`config.mk`:
```
export PLATFORM = sky130hd
export DESIGN_NAME = hovalaag_slot_sequencer_flat
export DESIGN_NICKNAME = d
export VERILOG_FILES = /design/src/rtl/hovalaag_seq_pkg.sv /design/src/rtl/hovalaag_slot_sequencer_if.sv /design/src/rtl/hovalaag_frame_buffer.sv /design/src/rtl/hovalaag_slot_sequencer.sv /design/src/flat_wrapper.sv
export SDC_FILE = /design/constraint.sdc
export NUM_CORES = 1
export LEC_CHECK = 0
export ABC_AREA = 1
export CAP_MARGIN = 20
export CORE_ASPECT_RATIO = 1.75
export CORE_MARGIN = 2
export CORE_UTILIZATION = 34
export CTS_BUF_LIST = sky130_fd_sc_hd__clkbuf_2 sky130_fd_sc_hd__clkbuf_4 sky130_fd_sc_hd__clkbuf_8
export DETAILED_ROUTE_END_ITERATION = 10
export GPL_ROUTABILITY_DRIVEN = 1
export PLACE_DENSITY_LB_ADDON = 0.05
export SLEW_MARGIN = 10
export SYNTH_ARGS = -nofsm -noshare
export SYNTH_HDL_FRONTEND = slang
export SYNTH_SLANG_ARGS = --single-unit
```
`constraint.sdc`:
```
create_clock -name clk -period 5.1 [get_ports clk]
set_input_delay 1.53 -clock clk [delete_from_list [all_inputs] [get_ports clk]]
set_output_delay 1.53 -clock clk [all_outputs]
set_load 0.02 [all_outputs]
```
`src/rtl/hovalaag_seq_pkg.sv`:
```
// Shared definitions for the Hovalaag slot sequencer.
//   SLOT_W              width of the slot index bus
//   STAT_OVR/FV/SV      bit positions of overrun, frame_valid and
//                       shadow_valid in the slot-0 status byte
//   buf_state_e         occupancy of the one-entry frame buffer
package hovalaag_seq_pkg;

  localparam int SLOT_W   = 3;

  localparam int STAT_OVR = 7;
  localparam int STAT_FV  = 6;
  localparam int STAT_SV  = 5;

  typedef enum logic {
    BUF_EMPTY = 1'b0,
    BUF_FULL  = 1'b1
  } buf_state_e;

endpackage

```
`src/rtl/hovalaag_slot_sequencer_if.sv`:
```
// Pin-bus / core-handshake bundle of the slot sequencer.
//   master : drives restart, pin_data, frame_ready, out_word, out_valid,
//            clear_overrun (Tiny Tapeout top plus Hovalaag core side)
//   slave  : drives pin_out, slot, frame_data, frame_valid, out_ack,
//            overrun (the sequencer itself)
interface hovalaag_slot_sequencer_if
  import hovalaag_seq_pkg::*;
#(
  parameter int NUM_SLOTS = 5,
  parameter int CHUNK_W   = 6
) ();

  localparam int FRAME_W    = NUM_SLOTS * CHUNK_W;
  localparam int OUT_WORD_W = (NUM_SLOTS - 1) * 8;

  logic                  restart;
  logic [CHUNK_W-1:0]    pin_data;
  logic [7:0]            pin_out;
  logic [SLOT_W-1:0]     slot;
  logic [FRAME_W-1:0]    frame_data;
  logic                  frame_valid;
  logic                  frame_ready;
  logic [OUT_WORD_W-1:0] out_word;
  logic                  out_valid;
  logic                  out_ack;
  logic                  overrun;
  logic                  clear_overrun;

  modport master (
    output restart, pin_data, frame_ready, out_word, out_valid, clear_overrun,
    input  pin_out, slot, frame_data, frame_valid, out_ack, overrun
  );

  modport slave (
    input  restart, pin_data, frame_ready, out_word, out_valid, clear_overrun,
    output pin_out, slot, frame_data, frame_valid, out_ack, overrun
  );

endinterface

```
`src/rtl/hovalaag_frame_buffer.sv`:
```
// One-entry holding register between frame assembly and the core.
//   clk, reset        clock, asynchronous active-high reset
//   load_i            a complete frame is offered this cycle
//   load_data_i       that frame
//   ready_i           core consumes the held frame
//   clear_overrun_i   clears the sticky overrun flag
//   data_o, valid_o   held frame and its valid flag
//   overrun_o         sticky: a completed frame was dropped
//   valid_next_o,
//   overrun_next_o    values the flags take after the coming edge
module hovalaag_frame_buffer
  import hovalaag_seq_pkg::*;
#(
  parameter int FRAME_W = 30
) (
  input  logic               clk,
  input  logic               reset,
  input  logic               load_i,
  input  logic [FRAME_W-1:0] load_data_i,
  input  logic               ready_i,
  input  logic               clear_overrun_i,
  output logic [FRAME_W-1:0] data_o,
  output logic               valid_o,
  output logic               overrun_o,
  output logic               valid_next_o,
  output logic               overrun_next_o
);

  buf_state_e         state_q, state_d;
  logic [FRAME_W-1:0] data_q, data_d;
  logic               overrun_q, overrun_d;
  logic               drop_s;

  // Occupancy, data and overrun next-state logic.
  always_comb begin
    state_d   = state_q;
    data_d    = data_q;
    overrun_d = overrun_q;
    drop_s    = 1'b0;
    case (state_q)
      BUF_EMPTY: begin
        // A ready pulse while empty has nothing to consume.
        if (load_i) begin
          state_d = BUF_FULL;
          data_d  = load_data_i;
        end else begin
          state_d = BUF_EMPTY;
        end
      end
      BUF_FULL: begin
        if (ready_i) begin
          // Consume and refill in one edge: the slot frees exactly as
          // the new frame arrives, so nothing is lost.
          if (load_i) begin
            state_d = BUF_FULL;
            data_d  = load_data_i;
          end else begin
            state_d = BUF_EMPTY;
          end
        end else begin
          // Old frame is kept; the newly completed one is discarded.
          if (load_i) begin
            drop_s = 1'b1;
          end else begin
            drop_s = 1'b0;
          end
        end
      end
      default: begin
        state_d = BUF_EMPTY;
      end
    endcase
    // A drop in the same cycle outranks a clear request.
    if (drop_s) begin
      overrun_d = 1'b1;
    end else if (clear_overrun_i) begin
      overrun_d = 1'b0;
    end else begin
      overrun_d = overrun_q;
    end
  end

  // Buffer state registers.
  always_ff @(posedge clk or posedge reset) begin
    if (reset) begin
      state_q   <= BUF_EMPTY;
      data_q    <= {FRAME_W{1'b0}};
      overrun_q <= 1'b0;
    end else begin
      state_q   <= state_d;
      data_q    <= data_d;
      overrun_q <= overrun_d;
    end
  end

  assign data_o         = data_q;
  assign valid_o        = (state_q == BUF_FULL);
  assign overrun_o      = overrun_q;
  assign valid_next_o   = (state_d == BUF_FULL);
  assign overrun_next_o = overrun_d;

endmodule

```
`src/rtl/hovalaag_slot_sequencer.sv`:
```
// Time-multiplexes the narrow Tiny Tapeout pin bus onto the Hovalaag core.
// A free-running slot counter gathers NUM_SLOTS chunks of CHUNK_W input
// bits into one frame for the core, and plays the latched core result
// back one byte per slot, with a status byte in slot 0.
//   clk, reset   clock, asynchronous active-high reset
//   bus (slave)  restart, pin_data/pin_out, slot, frame_data/valid/ready,
//                out_word/valid/ack, overrun/clear_overrun
module hovalaag_slot_sequencer
  import hovalaag_seq_pkg::*;
#(
  parameter int NUM_SLOTS = 5,
  parameter int CHUNK_W   = 6
) (
  input  logic                      clk,
  input  logic                      reset,
  hovalaag_slot_sequencer_if.slave  bus
);

  localparam int                FRAME_W    = NUM_SLOTS * CHUNK_W;
  localparam int                OUT_WORD_W = (NUM_SLOTS - 1) * 8;
  localparam logic [SLOT_W-1:0] SLOT_LAST  = SLOT_W'(NUM_SLOTS - 1);

  logic [SLOT_W-1:0]     slot_q, slot_d;
  logic [FRAME_W-1:0]    asm_q, asm_d;
  logic [OUT_WORD_W-1:0] shadow_q, shadow_d;
  logic                  shadow_valid_q, shadow_valid_d;
  logic [7:0]            pin_out_q, pin_out_d;
  logic                  last_slot_s;
  logic                  complete_s;
  logic                  out_ack_s;
  logic [FRAME_W-1:0]    fb_data_s;
  logic                  fb_valid_s;
  logic                  fb_overrun_s;
  logic                  fb_valid_next_s;
  logic                  fb_overrun_next_s;

  // Slot counter next state; restart resynchronises to slot 0.
  always_comb begin
    last_slot_s = (slot_q == SLOT_LAST);
    complete_s  = last_slot_s && !bus.restart;
    out_ack_s   = bus.out_valid && last_slot_s && !bus.restart;
    if (bus.restart) begin
      slot_d = {SLOT_W{1'b0}};
    end else if (last_slot_s) begin
      slot_d = {SLOT_W{1'b0}};
    end else begin
      slot_d = slot_q + {{(SLOT_W-1){1'b0}}, 1'b1};
    end
  end

  // Chunk assembly. asm_d already holds the last chunk, so the frame
  // buffer can load a complete frame on the completing edge.
  always_comb begin
    asm_d = asm_q;
    for (int k = 0; k < NUM_SLOTS; k++) begin
      if (!bus.restart && (slot_q == SLOT_W'(k))) begin
        asm_d[k*CHUNK_W +: CHUNK_W] = bus.pin_data;
      end else begin
        asm_d[k*CHUNK_W +: CHUNK_W] = asm_q[k*CHUNK_W +: CHUNK_W];
      end
    end
  end

  // Core result capture; a silent last slot invalidates but keeps data.
  always_comb begin
    shadow_d       = shadow_q;
    shadow_valid_d = shadow_valid_q;
    if (out_ack_s) begin
      shadow_d       = bus.out_word;
      shadow_valid_d = 1'b1;
    end else if (last_slot_s && !bus.out_valid) begin
      shadow_valid_d = 1'b0;
    end else begin
      shadow_valid_d = shadow_valid_q;
    end
  end

  // Output byte for the slot that starts after this edge, built from the
  // post-edge flag and shadow values so the status byte is never stale.
  always_comb begin
    pin_out_d = 8'h00;
    if (slot_d == {SLOT_W{1'b0}}) begin
      pin_out_d[STAT_OVR] = fb_overrun_next_s;
      pin_out_d[STAT_FV]  = fb_valid_next_s;
      pin_out_d[STAT_SV]  = shadow_valid_d;
    end else begin
      for (int k = 1; k < NUM_SLOTS; k++) begin
        if (slot_d == SLOT_W'(k)) begin
          pin_out_d = shadow_d[(k-1)*8 +: 8];
        end else begin
          pin_out_d = pin_out_d;
        end
      end
    end
  end

  // Sequencer state registers.
  always_ff @(posedge clk or posedge reset) begin
    if (reset) begin
      slot_q         <= {SLOT_W{1'b0}};
      asm_q          <= {FRAME_W{1'b0}};
      shadow_q       <= {OUT_WORD_W{1'b0}};
      shadow_valid_q <= 1'b0;
      pin_out_q      <= 8'h00;
    end else begin
      slot_q         <= slot_d;
      asm_q          <= asm_d;
      shadow_q       <= shadow_d;
      shadow_valid_q <= shadow_valid_d;
      pin_out_q      <= pin_out_d;
    end
  end

  hovalaag_frame_buffer #(
    .FRAME_W (FRAME_W)
  ) u_frame_buffer (
    .clk             (clk),
    .reset           (reset),
    .load_i          (complete_s),
    .load_data_i     (asm_d),
    .ready_i         (bus.frame_ready),
    .clear_overrun_i (bus.clear_overrun),
    .data_o          (fb_data_s),
    .valid_o         (fb_valid_s),
    .overrun_o       (fb_overrun_s),
    .valid_next_o    (fb_valid_next_s),
    .overrun_next_o  (fb_overrun_next_s)
  );

  assign bus.slot        = slot_q;
  assign bus.pin_out     = pin_out_q;
  assign bus.frame_data  = fb_data_s;
  assign bus.frame_valid = fb_valid_s;
  assign bus.overrun     = fb_overrun_s;
  assign bus.out_ack     = out_ack_s;

endmodule

```
`src/flat_wrapper.sv`:
```
// flat-port wrapper written by rule: the top's interface ports become plain ports
module hovalaag_slot_sequencer_flat import hovalaag_seq_pkg::*;
#(
  parameter int NUM_SLOTS = 5,
  parameter int CHUNK_W   = 6
)
  (clk, reset, bus_restart, bus_pin_data, bus_frame_ready, bus_out_word, bus_out_valid, bus_clear_overrun, bus_pin_out, bus_slot, bus_frame_data, bus_frame_valid, bus_out_ack, bus_overrun);
  hovalaag_slot_sequencer_if #(.NUM_SLOTS(NUM_SLOTS), .CHUNK_W(CHUNK_W)) bus_i ();
  input  logic clk;
  input  logic reset;
  input wire logic [$bits(bus_i.restart)-1:0] bus_restart;
  input wire logic [$bits(bus_i.pin_data)-1:0] bus_pin_data;
  input wire logic [$bits(bus_i.frame_ready)-1:0] bus_frame_ready;
  input wire logic [$bits(bus_i.out_word)-1:0] bus_out_word;
  input wire logic [$bits(bus_i.out_valid)-1:0] bus_out_valid;
  input wire logic [$bits(bus_i.clear_overrun)-1:0] bus_clear_overrun;
  output wire logic [$bits(bus_i.pin_out)-1:0] bus_pin_out;
  output wire logic [$bits(bus_i.slot)-1:0] bus_slot;
  output wire logic [$bits(bus_i.frame_data)-1:0] bus_frame_data;
  output wire logic [$bits(bus_i.frame_valid)-1:0] bus_frame_valid;
  output wire logic [$bits(bus_i.out_ack)-1:0] bus_out_ack;
  output wire logic [$bits(bus_i.overrun)-1:0] bus_overrun;
  assign bus_i.restart = bus_restart;
  assign bus_i.pin_data = bus_pin_data;
  assign bus_i.frame_ready = bus_frame_ready;
  assign bus_i.out_word = bus_out_word;
  assign bus_i.out_valid = bus_out_valid;
  assign bus_i.clear_overrun = bus_clear_overrun;
  assign bus_pin_out = bus_i.pin_out;
  assign bus_slot = bus_i.slot;
  assign bus_frame_data = bus_i.frame_data;
  assign bus_frame_valid = bus_i.frame_valid;
  assign bus_out_ack = bus_i.out_ack;
  assign bus_overrun = bus_i.overrun;
  hovalaag_slot_sequencer #(.NUM_SLOTS(NUM_SLOTS), .CHUNK_W(CHUNK_W)) u_core (.clk(clk), .reset(reset), .bus(bus_i));
endmodule
```
## Word-level counts from Yosys, hierarchy flattened

Index checks and enable logic that the tools add are counted.

- Word-level logic and storage cells: 57
- Register bits: 106
- Output and inout port bits: 44

- Reductions and logical operators: 12
- Eq/ne operators: 9
- $add $sub $neg: 1
- Bitwise gates (word level): 1
- Muxes and demuxes: 26

Operators with widths:

| cell | count |
|---|---|
| 30-bit 2-to-1 mux | 2 |
| 30-bit case mux with 2 select lines | 1 |
| 32-bit 2-to-1 mux | 1 |
| 8-bit 2-to-1 mux | 4 |
| 6-bit 2-to-1 mux | 5 |
| 3-bit by 2-bit == test with 1-bit output, second input constant | 4 |
| 3-bit 2-to-1 mux | 3 |
| 1-bit logical AND | 8 |
| 1-bit 2-to-1 mux | 8 |
| 3-bit by 1-bit == test with 1-bit output, second input constant | 2 |
| 3-bit == test, second input constant | 2 |
| 3-bit zero test | 2 |
| 5-bit 2-to-1 mux | 1 |
| 3-bit by 1-bit adder with 3-bit output, second input constant | 1 |
| 1-bit zero test | 2 |
| 2-bit inequality test, second input constant | 1 |
| 1-bit case mux with 2 select lines | 1 |
| 1-bit inverter | 1 |

## Longest topological paths before layout

- Word-level depth: 9
- Mapped depth: 11

## Cells and area by module

Synthesis repeated with hierarchy kept, for this count alone.

- Cell total of the unflattened synthesis: 490
- Area, all modules: 4,459.3 um^2

By module, submodules not included:

| module | area each (um^2) | seq. area each (um^2) | cells each | instances |
|---|---|---|---|---|
| hovalaag_slot_sequencer | 3,195.6 | 1,851.8 | 351 | 1 |
| hovalaag_frame_buffer | 1,263.7 | 800.8 | 139 | 1 |

## Least setup slack after synthesis

OpenSTA, ideal clock, no wires.

- Kind: input port to output port
- Start: input port bus_restart
- End: output port bus_out_ack
- Data required time: 3.570 ns
- Stages: 4
- Slack: 1.485 ns
- Data arrival time: 2.085 ns
- Buffers on the path: 1
- Path through: inv_2 > nand4_4 > inv_1 > buf_4

- Cells in the longest elaborated chain, start to end: 2

RTL lines:

| what | line | source |
|---|---|---|
| start, declared | flat_wrapper.sv:11 | `input wire logic [$bits(bus_i.restart)-1:0] bus_restart;` |
| 1-bit zero test | hovalaag_slot_sequencer.sv:41 | `out_ack_s = bus.out_valid && last_slot_s && !bus.restart;` |
| 1-bit logical AND | hovalaag_slot_sequencer.sv:41 |  |
| end, declared | flat_wrapper.sv:21 | `output wire logic [$bits(bus_i.out_ack)-1:0] bus_out_ack;` |

No other way between the ends.

## Worst setup path in the final report

Same ends and word-level chain as after synthesis.

==> flow_summary.json <==
{
  "pwr-share-comb": 0.328,
  "drive_above_1_share": 0.0727,
  "p_leak_nw": 2.73,
  "synth_xor_area_frac": 0,
  "tightest_slew_ps": 786,
  "place_area_um2": 5170,
  "cts_buffers": 9,
  "hp-class": "reg -> reg",
  "root_buffer": "clkbuf_8",
  "die_x_um": 87.9,
  "pwr-share-seq": 0.480,
  "ys_warn_count": 0,
  "whs_ps": 474,
  "post-cts-setup-buffer-count": 0,
  "synthAdderAreaFrac": 0.0150,
  "ys.flop_type": "dfrtp_1",
  "finalNonFillerCells": 715,
  "clk_path_buf_depth": 2,
  "finalCriticalPeriod_ps": 4590,
  "final_hold_viol_count": 0,
  "grt_setup_unrepaired": "false",
  "p_int_mw": 1.63,
  "cpPeakStageDelay_ps": 600,
  "critical_path_buf_inv_count": 4,
  "synth_nets": 510,
  "grt_usage": 0.163,
  "vias": 3229,
  "clock_power_share": 0.192,
  "clock-sinks": 100,
  "place_ws_ps": 498,
  "hpwlAfterDp_um": 7040,
  "cts_tree": "yes",
  "fin_crit_sh": 0.901,
  "vdd_drop_max_mv": 0.178,
  "ant_nets": 0,
  "via_per_inst": 4.52,
  "drv_cap": 0,
  "port_buffers": 87,
  "worst-setup-path-type": "in -> out",
  "yosys.area_share.simple": 0.279,
  "grt_max_degree": 63,
  "max-slew-margin-rel": 0.476,
  "fin_util": 0.446,
  "htree_levels": 3,
  "dp.cells": 701,
  "die_y_um": 151,
  "status": "completed",
  "crit_fanout": 6,
  "drc": 0,
  "grt_pass1_wl_um": 16400,
  "synth_cell_types": 25,
  "antenna_cells": 0,
  "start_util": 0.349,
  "ys_seq_area_frac": 0.598,
  "fin_nets": 596,
  "synth_area_um2": 4180,
  "setup_viol": 0,
  "rows": 53,
  "drv_slew": 0,
  "grt-ovfl-total": 0,
  "crit_path_top_delay_cell": "clkdlybuf4s50_1",
  "synth_seq_cells": 100,
  "cts-resized-gates": 0,
  "grt_pass1_vias": 3208,
  "async_reset_ff_frac": 1.00,
  "fmax_ghz": 0.218,
  "required_ps": 3570,
  "mostFrequentLayoutCells": "nand2_1, dfrtp_1, clkdlybuf4s50_1",
  "clock_skew_ps": 3.88,
  "layout.filler_cells": 1226,
  "clk_pin_slew_ps": 90,
  "synth_top_family_by_area": "simple AND/OR/NAND/NOR gates",
  "io_pins": 88,
  "drt-initial-drc-count": 144,
  "core-area_um2": 12000,
  "tns_ps": 0,
  "antenna_found_initial": 0,
  "power_density_nw_per_um2": 455,
  "finalPower_mw": 2.44,
  "routabilityCongestion": 0.809,
  "clk_latency_ps": 360,
  "critPathTopFamily": "buffers and inverters",
  "p_switching_mw": 0.802,
  "crit_chain": "clkdlybuf4s50_1 > inv_2 > nand4_4 > inv_1 > clkdlybuf4s50_1",
  "cts_hold_buf": 0,
  "routedWlPerCell_um": 13.8,
  "fin_ws_ps": 506,
  "dieArea_um2": 13200,
  "syn_area_per_cell_um2": 9.08,
  "worstSetupStartpointType": "primary input",
  "syn_inst": 461,
  "synth_compound_area_frac": 0.0529,
  "cp.arrival_ps": 3060,
  "syn_to_final_growth_pct": 27.9,
  "synthMuxAreaShare": 0,
  "end_kind": "output pin",
  "synth_edf_count": 0,
  "p_sw_frac": 0.329,
  "wl_um": 9880,
  "final_common_cell": "nand2_1",
  "dr.pass1.iters": 5,
  "design_area_um2": 5350,
  "worst_path_most_repeated_cell": "clkdlybuf4s50_1"
}
-- flip-flops by register name (all words and copies together), names as in the netlist --
name,cells
u_core.u_frame_buffer.data_o,30
u_core.asm_q,24
u_core.shadow_valid_q,1
u_core.u_frame_buffer.overrun_o,1
u_core.bus.slot,3
u_core.u_frame_buffer.valid_o,1
u_core.bus.pin_out,8
u_core.shadow_q,32
-- synthesized netlist by cell type (2+ instances only) --
cell type,n,area [um2]
ha_1,5,62.6
buf_4,2,15.0
nor2_1,25,93.8
nand3_2,10,100
inv_2,4,15.0
buf_2,7,35.0
o21ai_1,3,15.0
o21a_1,3,22.5
dfrtp_1,100,2500
o211ai_1,3,22.5
inv_1,24,90.1
or2_1,3,18.8
nand2_1,208,781
nand2_4,2,22.5
buf_6,4,45.0
o21ai_0,31,155
clkbuf_1,3,11.3
nand3_1,17,85.1
-- worst register-to-register path, stage by stage (launching register included) --
cell,delay [ps]
dfrtp_1,440
inv_1,160
ha_1,330
nand2_4,130
nor2_8,370
nand2_4,340
inv_2,470
nand2_1,130
nand2_1,70
-- per-layer routing --
layer	GRT usage	share of wire	vias to the layer above
li1	-	-	1617
met1	0.200	0.42	1521
met2	0.282	0.53	78
met3	0.0258	0.036	13
met4	0.0631	0.019	0
met5	0	0	-
-- power by group through the flow --
stage | Clock [mW] | Combinational (mW) | Sequential [mW]
final | 0.467 | 0.799 | 1.17
after global routing | 0.519 | 0.896 | 1.20
after CTS | 0.486 | 0.811 | 1.17
after detailed placement | 0 | 0.807 | 1.19
after global placement | 0 | 0.798 | 1.18
after floorplan | 0 | 0.310 | 1.32
-- logic make-up after synthesis --
kind of cell | after synthesis
buffers and inverters | 45
AO/OA/AOI/OAI | 41
AND/OR/NAND/NOR | 270
flip-flops | 100
adder cells (fa/ha/maj) | 5
-- worst paths after layout --
check                                              start                                           to  slack [ps]  depth (start not counted)
hold reg to reg            u_core.shadow_q[10]$_DFF_PP0_                u_core.shadow_q[10]$_DFF_PP0_         470                          2
setup / recovery                             bus_restart                                  bus_out_ack         510                          5
max in group asynchronous                          reset                 u_core.shadow_q[9]$_DFF_PP0_        2650                          3
hold / removal             u_core.shadow_q[10]$_DFF_PP0_                u_core.shadow_q[10]$_DFF_PP0_         470                          2
min in group asynchronous                          reset      u_core.u_frame_buffer.valid_o$_DFF_PP0_        1650                          2
setup reg to reg            u_core.bus.slot[0]$_DFF_PP0_  u_core.u_frame_buffer.data_o[1]$_DFFE_PP0P_        2630                          8
-- layout make-up --
| cell class | instances | area, um2 | area share |
|---|---|---|---|
| repair buffers | 92 | 908 | 0.170 |
| inverters | 28 | 108 | 0.0201 |
| clock buffers | 13 | 166 | 0.0311 |
| flip-flops and latches | 100 | 2500 | 0.468 |
| clock inverters | 1 | 8.76 | 0.00164 |
| well taps | 165 | 206 | 0.0386 |
| multi-input cells | 316 | 1450 | 0.271 |
Note: power is estimated with default switching activity, not from simulation.
